**src/rtl/int_issue_queue_pkg.sv**
```systemverilog
`default_nettype none
// ============================================================================
// Module      : int_issue_queue_pkg
// Description : Shared tag/ROB widths, issue-queue entry type, wakeup helper.
// Revision    : 1.0 - initial release
// ============================================================================
package int_issue_queue_pkg;

  localparam int PRF_WIDTH     = 6;
  localparam int ROB_WIDTH     = 4;
  localparam int CONTROL_WIDTH = 8;
  localparam int ISQ_DEPTH     = 8;
  localparam int ISQ_LEFT_MAX  = 3;

  typedef logic [CONTROL_WIDTH-1:0] control_type;
  typedef logic [PRF_WIDTH-1:0]     prf_tag_t;
  typedef logic [ROB_WIDTH:0]       robid_t;

  typedef struct packed {
    control_type control;
    prf_tag_t    T;
    prf_tag_t    src1;
    prf_tag_t    src2;
    robid_t      robid;
    logic        rdy1;
    logic        rdy2;
  } isq_entry_t;

  // True when either writeback port broadcasts the given tag this cycle.
  function automatic logic tag_wakeup(input prf_tag_t tag,
                                      input logic     wb_valid_0,
                                      input prf_tag_t wb_tag_0,
                                      input logic     wb_valid_1,
                                      input prf_tag_t wb_tag_1);
    return (wb_valid_0 && (wb_tag_0 == tag)) || (wb_valid_1 && (wb_tag_1 == tag));
  endfunction

endpackage
`default_nettype wire

```
**src/rtl/int_issue_queue_if.sv**
```systemverilog
`default_nettype none
// ============================================================================
// Module      : int_issue_queue_if
// Description : Dispatch, wakeup and issue signals of the integer issue queue.
// Revision    : 1.0 - initial release
// ============================================================================
interface int_issue_queue_if;
  import int_issue_queue_pkg::*;

  logic        flush_valid;

  logic        instr0_valid_intisq;
  logic        instr1_valid_intisq;
  control_type instr0_control;
  control_type instr1_control;
  prf_tag_t    instr0_T;
  prf_tag_t    instr1_T;
  prf_tag_t    instr0_src1;
  prf_tag_t    instr0_src2;
  prf_tag_t    instr1_src1;
  prf_tag_t    instr1_src2;
  logic        isq_src1_busy_0;
  logic        isq_src2_busy_0;
  logic        isq_src1_busy_1;
  logic        isq_src2_busy_1;
  robid_t      isq_robid_0;
  robid_t      isq_robid_1;

  logic        wb_valid_0;
  logic        wb_valid_1;
  prf_tag_t    wb_tag_0;
  prf_tag_t    wb_tag_1;

  logic        issue_ready;
  logic        issue_valid;
  control_type issue_control;
  prf_tag_t    issue_T;
  prf_tag_t    issue_src1;
  prf_tag_t    issue_src2;
  robid_t      issue_robid;
  logic [1:0]  intisq_left;

  modport master (
    output flush_valid,
    output instr0_valid_intisq, instr1_valid_intisq, instr0_control, instr1_control,
    output instr0_T, instr1_T, instr0_src1, instr0_src2, instr1_src1, instr1_src2,
    output isq_src1_busy_0, isq_src2_busy_0, isq_src1_busy_1, isq_src2_busy_1,
    output isq_robid_0, isq_robid_1,
    output wb_valid_0, wb_valid_1, wb_tag_0, wb_tag_1,
    output issue_ready,
    input  issue_valid, issue_control, issue_T, issue_src1, issue_src2, issue_robid,
    input  intisq_left
  );

  modport slave (
    input  flush_valid,
    input  instr0_valid_intisq, instr1_valid_intisq, instr0_control, instr1_control,
    input  instr0_T, instr1_T, instr0_src1, instr0_src2, instr1_src1, instr1_src2,
    input  isq_src1_busy_0, isq_src2_busy_0, isq_src1_busy_1, isq_src2_busy_1,
    input  isq_robid_0, isq_robid_1,
    input  wb_valid_0, wb_valid_1, wb_tag_0, wb_tag_1,
    input  issue_ready,
    output issue_valid, issue_control, issue_T, issue_src1, issue_src2, issue_robid,
    output intisq_left
  );

endinterface
`default_nettype wire

```
**src/rtl/int_issue_queue_isq_select.sv**
```systemverilog
`default_nettype none
// ============================================================================
// Module      : isq_select
// Description : Lowest-index priority encoder over per-slot ready requests.
// Revision    : 1.0 - initial release
// ============================================================================
module isq_select #(
  parameter int DEPTH = 8,
  parameter int IDX_W = $clog2(DEPTH)
) (
  input  logic [DEPTH-1:0] req,
  output logic [IDX_W-1:0] idx,
  output logic             found
);

  // Scan downward so the lowest (oldest) requesting slot is the last writer.
  always_comb begin
    idx   = '0;
    found = 1'b0;
    for (int i = DEPTH - 1; i >= 0; i--) begin
      if (req[i]) begin
        idx   = IDX_W'(i);
        found = 1'b1;
      end
    end
  end

endmodule
`default_nettype wire

```
**src/rtl/int_issue_queue.sv**
```systemverilog
`default_nettype none
// ============================================================================
// Module      : int_issue_queue
// Description : Compacting, age-ordered integer issue queue with wakeup/bypass.
// Revision    : 1.0 - initial release
// ============================================================================
module int_issue_queue #(
  parameter int ISQ_DEPTH = int_issue_queue_pkg::ISQ_DEPTH
) (
  input  logic              clk,
  input  logic              reset,
  int_issue_queue_if.slave  isq
);
  import int_issue_queue_pkg::*;

  localparam int         IDX_W      = $clog2(ISQ_DEPTH);
  localparam int         CNT_W      = $clog2(ISQ_DEPTH + 1);
  localparam logic [1:0] RESET_LEFT = (ISQ_DEPTH >= ISQ_LEFT_MAX) ? 2'(ISQ_LEFT_MAX) : 2'(ISQ_DEPTH);

  isq_entry_t       entries_q [ISQ_DEPTH];
  isq_entry_t       entries_d [ISQ_DEPTH];
  logic [CNT_W-1:0] count_q, count_d;
  logic [1:0]       left_q, left_d;

  isq_entry_t       woken   [ISQ_DEPTH];
  isq_entry_t       shifted [ISQ_DEPTH];
  isq_entry_t       new0, new1, first_new;
  logic [ISQ_DEPTH-1:0] ready_vec;
  logic [IDX_W-1:0] sel_idx;
  logic             sel_found;
  logic             deq;
  logic [CNT_W-1:0] base, base_p1;
  logic [1:0]       n_enq;
  logic             overflow;
  int               free_slots;

  always_comb begin
    ready_vec = '0;
    for (int i = 0; i < ISQ_DEPTH; i++) begin
      ready_vec[i] = (CNT_W'(i) < count_q) && entries_q[i].rdy1 && entries_q[i].rdy2;
    end
  end

  isq_select #(
    .DEPTH (ISQ_DEPTH),
    .IDX_W (IDX_W)
  ) u_select (
    .req   (ready_vec),
    .idx   (sel_idx),
    .found (sel_found)
  );

  assign isq.issue_valid   = sel_found;
  assign isq.issue_control = entries_q[sel_idx].control;
  assign isq.issue_T       = entries_q[sel_idx].T;
  assign isq.issue_src1    = entries_q[sel_idx].src1;
  assign isq.issue_src2    = entries_q[sel_idx].src2;
  assign isq.issue_robid   = entries_q[sel_idx].robid;
  assign isq.intisq_left   = left_q;

  assign deq = sel_found && isq.issue_ready;

  // Incoming micro-ops see this cycle's broadcasts too, so a tag produced in
  // the dispatch cycle is never missed.
  always_comb begin
    new0 = '{control: isq.instr0_control, T: isq.instr0_T,
             src1: isq.instr0_src1, src2: isq.instr0_src2, robid: isq.isq_robid_0,
             rdy1: !isq.isq_src1_busy_0 ||
                   tag_wakeup(isq.instr0_src1, isq.wb_valid_0, isq.wb_tag_0, isq.wb_valid_1, isq.wb_tag_1),
             rdy2: !isq.isq_src2_busy_0 ||
                   tag_wakeup(isq.instr0_src2, isq.wb_valid_0, isq.wb_tag_0, isq.wb_valid_1, isq.wb_tag_1)};
    new1 = '{control: isq.instr1_control, T: isq.instr1_T,
             src1: isq.instr1_src1, src2: isq.instr1_src2, robid: isq.isq_robid_1,
             rdy1: !isq.isq_src1_busy_1 ||
                   tag_wakeup(isq.instr1_src1, isq.wb_valid_0, isq.wb_tag_0, isq.wb_valid_1, isq.wb_tag_1),
             rdy2: !isq.isq_src2_busy_1 ||
                   tag_wakeup(isq.instr1_src2, isq.wb_valid_0, isq.wb_tag_0, isq.wb_valid_1, isq.wb_tag_1)};
    first_new = isq.instr0_valid_intisq ? new0 : new1;
  end

  always_comb begin
    woken = entries_q;
    for (int i = 0; i < ISQ_DEPTH; i++) begin
      woken[i].rdy1 = entries_q[i].rdy1 ||
                      tag_wakeup(entries_q[i].src1, isq.wb_valid_0, isq.wb_tag_0, isq.wb_valid_1, isq.wb_tag_1);
      woken[i].rdy2 = entries_q[i].rdy2 ||
                      tag_wakeup(entries_q[i].src2, isq.wb_valid_0, isq.wb_tag_0, isq.wb_valid_1, isq.wb_tag_1);
    end

    // Close the gap left by the issued slot; the top slot keeps stale payload
    // which is harmless because it sits at or above the new count.
    shifted = woken;
    for (int i = 0; i < ISQ_DEPTH - 1; i++) begin
      if (deq && (IDX_W'(i) >= sel_idx)) begin
        shifted[i] = woken[i + 1];
      end
    end

    base     = count_q - CNT_W'(deq);
    base_p1  = base + CNT_W'(1);
    n_enq    = {1'b0, isq.instr0_valid_intisq} + {1'b0, isq.instr1_valid_intisq};
    overflow = (int'(base) + int'(n_enq)) > ISQ_DEPTH;

    entries_d = shifted;
    if (!overflow) begin
      for (int i = 0; i < ISQ_DEPTH; i++) begin
        if ((n_enq != 2'd0) && (CNT_W'(i) == base)) begin
          entries_d[i] = first_new;
        end
        if ((n_enq == 2'd2) && (CNT_W'(i) == base_p1)) begin
          entries_d[i] = new1;
        end
      end
    end

    count_d = overflow ? base : (base + CNT_W'(n_enq));
    if (isq.flush_valid) begin
      count_d = '0;
    end

    free_slots = ISQ_DEPTH - int'(count_d);
    left_d     = (free_slots >= ISQ_LEFT_MAX) ? 2'(ISQ_LEFT_MAX) : 2'(free_slots);
  end

  always_ff @(posedge clk) begin
    if (reset) begin
      count_q <= '0;
      left_q  <= RESET_LEFT;
    end else begin
      count_q <= count_d;
      left_q  <= left_d;
    end
  end

  always_ff @(posedge clk) begin
    entries_q <= entries_d;
  end

  a_no_enqueue_overflow: assert property (@(posedge clk) disable iff (reset)
    (isq.flush_valid || !overflow));

endmodule
`default_nettype wire

```
**src/flat_wrapper.sv**
```systemverilog
// flat-port wrapper written by rule: the top's interface ports become plain ports
module int_issue_queue_flat import int_issue_queue_pkg::*;
#(
  parameter int ISQ_DEPTH = int_issue_queue_pkg::ISQ_DEPTH
)
  (clk, reset, isq_flush_valid, isq_instr0_valid_intisq, isq_instr1_valid_intisq, isq_instr0_control, isq_instr1_control, isq_instr0_T, isq_instr1_T, isq_instr0_src1, isq_instr0_src2, isq_instr1_src1, isq_instr1_src2, isq_isq_src1_busy_0, isq_isq_src2_busy_0, isq_isq_src1_busy_1, isq_isq_src2_busy_1, isq_isq_robid_0, isq_isq_robid_1, isq_wb_valid_0, isq_wb_valid_1, isq_wb_tag_0, isq_wb_tag_1, isq_issue_ready, isq_issue_valid, isq_issue_control, isq_issue_T, isq_issue_src1, isq_issue_src2, isq_issue_robid, isq_intisq_left);
  int_issue_queue_if isq_i ();
  input  logic clk;
  input  logic reset;
  input wire logic [$bits(isq_i.flush_valid)-1:0] isq_flush_valid;
  input wire logic [$bits(isq_i.instr0_valid_intisq)-1:0] isq_instr0_valid_intisq;
  input wire logic [$bits(isq_i.instr1_valid_intisq)-1:0] isq_instr1_valid_intisq;
  input wire logic [$bits(isq_i.instr0_control)-1:0] isq_instr0_control;
  input wire logic [$bits(isq_i.instr1_control)-1:0] isq_instr1_control;
  input wire logic [$bits(isq_i.instr0_T)-1:0] isq_instr0_T;
  input wire logic [$bits(isq_i.instr1_T)-1:0] isq_instr1_T;
  input wire logic [$bits(isq_i.instr0_src1)-1:0] isq_instr0_src1;
  input wire logic [$bits(isq_i.instr0_src2)-1:0] isq_instr0_src2;
  input wire logic [$bits(isq_i.instr1_src1)-1:0] isq_instr1_src1;
  input wire logic [$bits(isq_i.instr1_src2)-1:0] isq_instr1_src2;
  input wire logic [$bits(isq_i.isq_src1_busy_0)-1:0] isq_isq_src1_busy_0;
  input wire logic [$bits(isq_i.isq_src2_busy_0)-1:0] isq_isq_src2_busy_0;
  input wire logic [$bits(isq_i.isq_src1_busy_1)-1:0] isq_isq_src1_busy_1;
  input wire logic [$bits(isq_i.isq_src2_busy_1)-1:0] isq_isq_src2_busy_1;
  input wire logic [$bits(isq_i.isq_robid_0)-1:0] isq_isq_robid_0;
  input wire logic [$bits(isq_i.isq_robid_1)-1:0] isq_isq_robid_1;
  input wire logic [$bits(isq_i.wb_valid_0)-1:0] isq_wb_valid_0;
  input wire logic [$bits(isq_i.wb_valid_1)-1:0] isq_wb_valid_1;
  input wire logic [$bits(isq_i.wb_tag_0)-1:0] isq_wb_tag_0;
  input wire logic [$bits(isq_i.wb_tag_1)-1:0] isq_wb_tag_1;
  input wire logic [$bits(isq_i.issue_ready)-1:0] isq_issue_ready;
  output wire logic [$bits(isq_i.issue_valid)-1:0] isq_issue_valid;
  output wire logic [$bits(isq_i.issue_control)-1:0] isq_issue_control;
  output wire logic [$bits(isq_i.issue_T)-1:0] isq_issue_T;
  output wire logic [$bits(isq_i.issue_src1)-1:0] isq_issue_src1;
  output wire logic [$bits(isq_i.issue_src2)-1:0] isq_issue_src2;
  output wire logic [$bits(isq_i.issue_robid)-1:0] isq_issue_robid;
  output wire logic [$bits(isq_i.intisq_left)-1:0] isq_intisq_left;
  assign isq_i.flush_valid = isq_flush_valid;
  assign isq_i.instr0_valid_intisq = isq_instr0_valid_intisq;
  assign isq_i.instr1_valid_intisq = isq_instr1_valid_intisq;
  assign isq_i.instr0_control = isq_instr0_control;
  assign isq_i.instr1_control = isq_instr1_control;
  assign isq_i.instr0_T = isq_instr0_T;
  assign isq_i.instr1_T = isq_instr1_T;
  assign isq_i.instr0_src1 = isq_instr0_src1;
  assign isq_i.instr0_src2 = isq_instr0_src2;
  assign isq_i.instr1_src1 = isq_instr1_src1;
  assign isq_i.instr1_src2 = isq_instr1_src2;
  assign isq_i.isq_src1_busy_0 = isq_isq_src1_busy_0;
  assign isq_i.isq_src2_busy_0 = isq_isq_src2_busy_0;
  assign isq_i.isq_src1_busy_1 = isq_isq_src1_busy_1;
  assign isq_i.isq_src2_busy_1 = isq_isq_src2_busy_1;
  assign isq_i.isq_robid_0 = isq_isq_robid_0;
  assign isq_i.isq_robid_1 = isq_isq_robid_1;
  assign isq_i.wb_valid_0 = isq_wb_valid_0;
  assign isq_i.wb_valid_1 = isq_wb_valid_1;
  assign isq_i.wb_tag_0 = isq_wb_tag_0;
  assign isq_i.wb_tag_1 = isq_wb_tag_1;
  assign isq_i.issue_ready = isq_issue_ready;
  assign isq_issue_valid = isq_i.issue_valid;
  assign isq_issue_control = isq_i.issue_control;
  assign isq_issue_T = isq_i.issue_T;
  assign isq_issue_src1 = isq_i.issue_src1;
  assign isq_issue_src2 = isq_i.issue_src2;
  assign isq_issue_robid = isq_i.issue_robid;
  assign isq_intisq_left = isq_i.intisq_left;
  int_issue_queue #(.ISQ_DEPTH(ISQ_DEPTH)) u_core (.clk(clk), .reset(reset), .isq(isq_i));
endmodule
```
**config.mk**
```make
export PLATFORM = sky130hd
export DESIGN_NAME = int_issue_queue_flat
export DESIGN_NICKNAME = d
export VERILOG_FILES = /design/src/rtl/int_issue_queue_pkg.sv /design/src/rtl/int_issue_queue_if.sv /design/src/rtl/int_issue_queue_isq_select.sv /design/src/rtl/int_issue_queue.sv /design/src/flat_wrapper.sv
export SDC_FILE = /design/constraint.sdc
export NUM_CORES = 1
export LEC_CHECK = 0
export CAP_MARGIN = 40
export CORE_AREA = 2 2 205 207
export CTS_CLUSTER_DIAMETER = 120
export DETAILED_ROUTE_END_ITERATION = 16
export DIE_AREA = 0 0 207 209
export GPL_TIMING_DRIVEN = 0
export SYNTH_ARGS = -nofsm -noshare
export SYNTH_HDL_FRONTEND = slang
export SYNTH_HIERARCHICAL = 1
export SYNTH_SLANG_ARGS = --single-unit
```
**constraint.sdc**
```tcl
create_clock -name clk -period 14.34 [get_ports clk]
set_clock_uncertainty 0.2 [all_clocks]
set_input_delay 4.302 -clock clk [delete_from_list [all_inputs] [get_ports clk]]
set_output_delay 4.302 -clock clk [all_outputs]
set_load 0.05 [all_outputs]
```
Word level (Yosys, flattened, before mapping)

Index checks and enable logic that the tools add are counted.
Widths: inputs -> output; s select.

Bits in registers: 270
Bits in latches: 0
Bits in writable memories: 0
Memory bits (read-only): 0
Input port bits: 86
Output and inout port bits: 34
Logic and storage cells: 315
Memories kept: 0

$add $sub $neg: 6
$mul: 0
Div/mod/pow operators: 0
Magnitude comparators: 18
Eq/ne operators: 55
Shifts and indexed selects: 0
Multiplexer cells: 46
Bitwise logic cells: 2
Reductions and logical operators: 130

Operators by type and width:

| operator            | count |
|---|---|
| $mux 33             | 26 |
| $mux 264            | 1 |
| $eq 6x6->1          | 40 |
| $bmux 33 s3         | 1 |
| $logic_and 1x1->1   | 80 |
| $logic_or 1x1->1    | 40 |
| $eq 3x4->1 const A  | 8 |
| $ge 32x3->1 const B | 1 |
| $gt 32x5->1 const B | 1 |
| $mux 3              | 8 |
| $eq 2x4->1 const A  | 4 |
| $lt 3x4->1 const A  | 4 |
| $ge 3x3->1 const A  | 3 |
| $eq 1x4->1 const A  | 2 |
| $logic_not 4->1     | 2 |
| $lt 1x4->1 const A  | 2 |
| $lt 2x4->1 const A  | 2 |
| $mux 1              | 8 |
| $mux 4              | 2 |
| $ge 1x3->1 const A  | 2 |
| $ge 2x3->1 const A  | 2 |
| $add 4x2->5         | 1 |
| $sub 4x4->5 const A | 1 |
| $add 4x1->4 const B | 1 |
| 11 further kinds    | 15 |

Logic depth before layout (Yosys ltp)

Depth after elaboration: 20
Mapped depth: 25
Depth with buffers taken out: 23

By module

Netlist, hierarchy kept.

Modules (own cells, without submodules):

| module          | times used | cells each | area each (sq um) | seq. area each (sq um) |
|---|---|---|---|---|
| int_issue_queue | 1          | 2104       | 18273.8           | 5715.5 |
| isq_select      | 1          | 13         | 80.1              | 0.0 |

Worst setup path after synthesis

OpenSTA, ideal clock, no wires.

Kind: input port to flip-flop
Start: input isq_instr0_valid_intisq
End: register u_core.left_q[0], in the netlist u_core/isq.intisq_left[0]
Setup time: 0.139 ns
Arrival: 7.899 ns
Data required time: 14.001 ns
Setup slack: 6.102 ns
Stages on the path: 19
Path buffers: 3
Path through: clkbuf_1 buf_2 inv_1 ha_1 ha_1 inv_1 fa_1 nand2b_1 or2_2 a21oi_1 a21oi_1 buf_4 a32oi_2 inv_1 ha_1 nor4_1 a221oi_2 o21ai_1 o2111ai_1

Cells in the longest elaborated chain, start to end: 8
Elaborated cells between the ends (all ways): 9
Those cells by class: add/sub (4); order compare (2); mux (2); reduce/logical (1)

Ends and longest elaborated chain:

| element                   | RTL line               | source |
|---|---|---|
| start, declared           | flat_wrapper.sv:11     | `input wire logic [$bits(isq_i.instr0_valid_intisq)-1:0] isq_instr0_valid_intisq;` |
| $add 1x1->2 *             | int_issue_queue.sv:101 | `n_enq = {1'b0, isq.instr0_valid_intisq} + {1'b0, isq.instr1_valid_intisq};` |
| $add 4x2->5               | int_issue_queue.sv:102 | `overflow = (int'(base) + int'(n_enq)) > ISQ_DEPTH;` |
| $gt 32x5->1               | int_issue_queue.sv:102 |  |
| $mux 4 *                  | int_issue_queue.sv:116 | `count_d = overflow ? base : (base + CNT_W'(n_enq));` |
| $mux 4 *                  | int_issue_queue.sv:117 | `if (isq.flush_valid) begin` |
| via u_core.count_d[0]     | int_issue_queue.sv:22  | `logic [CNT_W-1:0] count_q, count_d;` |
| $sub 4x4->5 *             | int_issue_queue.sv:121 | `free_slots = ISQ_DEPTH - int'(count_d);` |
| $ge 32x3->1               | int_issue_queue.sv:122 | `left_d = (free_slots >= ISQ_LEFT_MAX) ? 2'(ISQ_LEFT_MAX) : 2'(free_slots);` |
| $reduce_or 2->1 (no line) | n/a                    |  |
| end signal, assigned      | int_issue_queue.sv:131 | `left_q <= left_d;` |
| end, declared             | int_issue_queue.sv:23  | `logic [1:0] left_q, left_d;` |

Mark *: on every way through the listed nets, which the timed path passes. The rest lies on a longest branch.
A chain may end at the register's enable or synchronous reset.

Final worst setup path

Start: register u_core.count_q[2]
End: output isq_issue_src2[4]

Elaborated cells between the ends (all ways): 36
Those cells by class: order compare (8); mux (11); bitwise (1); reduce/logical (16)

RTL lines:

| element                         | RTL line                         | source |
|---|---|---|
| start, declared                 | int_issue_queue.sv:22            |  |
| start signal, assigned          | int_issue_queue.sv:130           | `count_q <= count_d;` |
| $lt 1x4->1                      | int_issue_queue.sv:40            | `ready_vec[i] = (CNT_W'(i) < count_q) && entries_q[i].rdy1 && entries_q[i].rdy2;` |
| $logic_and 1x1->1 (2 in series) | int_issue_queue.sv:40            |  |
| via u_core.ready_vec[0]         | int_issue_queue.sv:28            | `logic [ISQ_DEPTH-1:0] ready_vec;` |
| $mux 3                          | int_issue_queue_isq_select.sv:21 | `if (req[i]) begin` |
| via u_core.sel_idx[1]           | int_issue_queue.sv:29            | `logic [IDX_W-1:0] sel_idx;` |
| $not 3->4 (not written as such) | int_issue_queue.sv:57            | `assign isq.issue_src2 = entries_q[sel_idx].src2;` |
| $bmux 33 s3                     | int_issue_queue.sv:57            |  |
| $mux 33 (not written as such)   | int_issue_queue.sv:57            |  |
| $mux 33                         | n/a                              |  |
| end, declared                   | flat_wrapper.sv:36               | `output wire logic [$bits(isq_i.issue_src2)-1:0] isq_issue_src2;` |

The timed path passes the listed nets, and every way through them passes these cells. The select of a mux whose other input is x is not followed.

==> key figures <==
Outcome
  • Status: finished clean

Synth
  • Sequential area share after synthesis: between 30% and 40%
  • Async SR Flop Fraction: 0%
  • Top-count cell post-synth: nand2_1
  • Cell count after synthesis: between 2000 and 2500
  • Post-synth EDFFs: 31
  • Post-synth top cells: 485 x nand2_1, 239 x dfxtp_1, 139 x o22ai_1
  • Cell taking the most area after synthesis: dfxtp_1
  • Synth Net Count: between 2000 and 2500
  • Post-Syn Area: about 0.018 mm²
  • Top_reg_cell synth: dfxtp_1
  • Share of the synthesized area in the top cell type: a little over a quarter
  • Synthesized area per cell: just under 9 µm²
  • Distinct cells, synth: 73
  • Number of synthesis warnings: 6
  • Register bit count reported by yosys: 270
  • Dominant cells by area after synthesis: dfxtp_1 26%, nand2_1 9.9%, mux4_2 7.6%

Floorplanning
  • Chip Height: approximately 210 µm
  • Die Width: roughly 210 µm
  • I/O pin count: between 100 and 150
  • Die ar.: between 0.04 and 0.05 mm²
  • Core ar.: approximately 0.041 mm²
  • Cell row count: between 70 and 80
  • Starting density of the core: around 44%

Place
  • Detailed Place HPWL: roughly 62000 µm
  • Dpl cells: about 2800
  • GPL Wtd Cong: roughly 0.98
  • # port buffers: 99
  • DP Area: 0.0203 mm²
  • Dpl ws: 4.32 ns

Timing
  • Maximum clock rate: roughly 0.1 GHz
  • # setup viols final: 0
  • Final WS setup: 4.34 ns
  • Final Cycle Share: a little over two thirds
  • RSZ-0062 raised after global routing: no
  • Hold Fails Final Rpt: 0
  • Least-Margin Pin Slew: 1.01 ns
  • Slew margin rel.: 32.9%
  • Max Transition Viols Final: 0
  • TNS Setup: 0 ns
  • Fin crit period: between 9 and 10 ns

Global route
  • Initial antenna violation count: 2
  • First-pass GRT wire length: 127000 µm
  • GRT Util Overall: roughly two fifths
  • Total grt overflow: 0
  • Largest net degree at the start of global routing: 21
  • Number of global-route vias before repair: roughly 19000

Setup path
  • RR Startpoint: u_core/count_q[2]
  • R2R Setup Slk: slightly below 8 ns
  • CP max FO: 10
  • Critical path class: flip-flop to output port
  • Worst endpoint data arrival time: around 5.5 ns
  • Worst path slowest cell: clkdlybuf4s50_1
  • Crit path to: isq_issue_src2[4]
  • Worst path most repeated cell: buf_2
  • Crit end category: output port
  • Crit-path max cell delay: just over 0.7 ns
  • Worst r2r dst: u_core/isq.intisq_left[0]
  • Critical Path Start Type: flip-flop
  • Crit-path cells: buf_6, or2_2, o311a_1, a211oi_1, buf_2, buf_2, clkbuf_1, mux4_2, mux2_2, clkdlybuf4s50_1
  • Required @ worst endpoint: 9.84 ns
  • CP startpoint: u_core/count_q[2]
  • Reg2Reg Depth: 23

Clocking
  • CTS tree: yes
  • CTS Buffer Depth: 3
  • TritonCTS Sinks: 270
  • # hold bufs at CTS: 0
  • Clock-pin slew of the registers on the worst-case setup and hold paths: approximately 0.06 ns
  • Skew-Pair Late Insertion Delay: 0.55 ns
  • CTS buffer count: 35
  • Post-CTS setup buffer count: 0
  • Post-cts resize count: 0
  • Root Driver: clkbuf_16
  • H-Tree Depth: 2

Drt
  • Antenna viol nets, final: 0
  • Iteration-0 DRC Markers: between 2000 and 3000
  • Vias per inst: a little under 7
  • Drt wl/cell: 31.3 µm
  • Drt drc: 0
  • Iteration count of the initial detailed-routing pass: 6
  • Routed Wire Length: roughly 89000 µm
  • Via count: between 15000 and 20000

Layout
  • Syn-to-layout area delta: 16.9%
  • Fin area: 0.0215 mm²
  • Layout cells sized above 1: between 10% and 20%
  • Finished Layout Cells: 2838
  • Fillers: approximately 4000
  • Fin nets: between 2000 and 2500

Min path
  • Min-delay worst type: flip-flop to flip-flop
  • Hold path cells: 2

Job
  • Max-cap violations: 0
==> flip-flops by register name, summed over array words and instances (netlist names) <==
signal,count
u_core/isq.intisq_left,2
u_core/entries_q,264
u_core/count_q,4
==> layout by cell type (no fill, tap or decap), drive strengths merged, types with 7 or more instances in the layout <==
cell type / instances
a32oi: 105
xor2: 117
ha: 9
o22ai: 140
inv: 17
nand3: 20
nor2b: 7
a21oi: 75
o211ai: 11
nand2: 486
edfxtp: 31
clkbuf: 162
xnor2: 128
dfxtp: 239
mux4: 62
nor4: 39
clkdlybuf4s50: 99
nor3: 20
a22o: 33
a221o: 58
nor2: 54
mux2: 83
clkinv: 7
buf: 120
o21ai: 10
a21o: 7
nand4: 40
a31oi: 55
==> critical path, delay by kind of cell (launching register included) <==
family	cells	cell delay (ns)
AND/OR/NAND/NOR	1	0.32
buffers and inverters	5	2.53
flip-flops	1	0.35
multiplexers	2	0.72
AO/OA/AOI/OAI	2	0.99
==> cells by family after synthesis <==
kind of cell | Yosys count | synth area share, %
simple gates | 693 | 16.5
compound gates | 520 | 21.2
flops | 270 | 31.1
xor+xnor | 245 | 11.8
buf+inv | 231 | 5.77
mux | 148 | 12.9
fa+ha+maj | 10 | 0.723
==> worst min path at each step <==
stage	startpoint	endpoint	slack, ns
final	u_core/entries_q[237]	u_core/entries_q[237]	0.28
after detailed placement	u_core/entries_q[233]	u_core/entries_q[233]	0.26
after global routing	u_core/entries_q[257]	u_core/entries_q[257]	0.30
after floorplan	u_core/entries_q[233]	u_core/entries_q[233]	0.25
after CTS	u_core/entries_q[258]	u_core/entries_q[258]	0.28
after global placement	u_core/entries_q[237]	u_core/entries_q[237]	0.26
==> through the flow <==
step / hold slack (ns) / utilization [%]
2_1_floorplan: 0.248 / -
3_3_place_gp: 0.258 / 48.5
3_5_place_dp: 0.264 / 49.1
4_1_cts: 0.277 / 51.9
5_1_grt: 0.298 / 51.9
6_report: 0.281 / 52.0
==> area by class of cell <==
| type | instances | area [µm²] | area share [%] |
|---|---|---|---|
| inverter | 17 | 63.8 | 0.297 |
| sequential | 270 | 5720 | 26.6 |
| multi-input combinational | 1616 | 11600 | 54.0 |
| clock buffer | 49 | 1010 | 4.71 |
| antenna | 1 | 2.50 | 0.0117 |
| buffer | 214 | 997 | 4.65 |
| tap | 539 | 674 | 3.14 |
| clock inverter | 14 | 178 | 0.828 |
| timing repair buffer | 118 | 1230 | 5.73 |
==> layer usage <==
layer / up-vias / part of all wire, % / global-route usage [%]
met5: - / 0 / 0
met4: 0 / 6.6 / 23.9
met3: 324 / 12 / 9.78
met2: 1514 / 43 / 59.6
met1: 9420 / 38 / 51.0
li1: 8176 / - / -
Power is left out: the tool's default activity adds up to more than one toggle a clock period on the data nets, which glitch-free logic cannot reach.
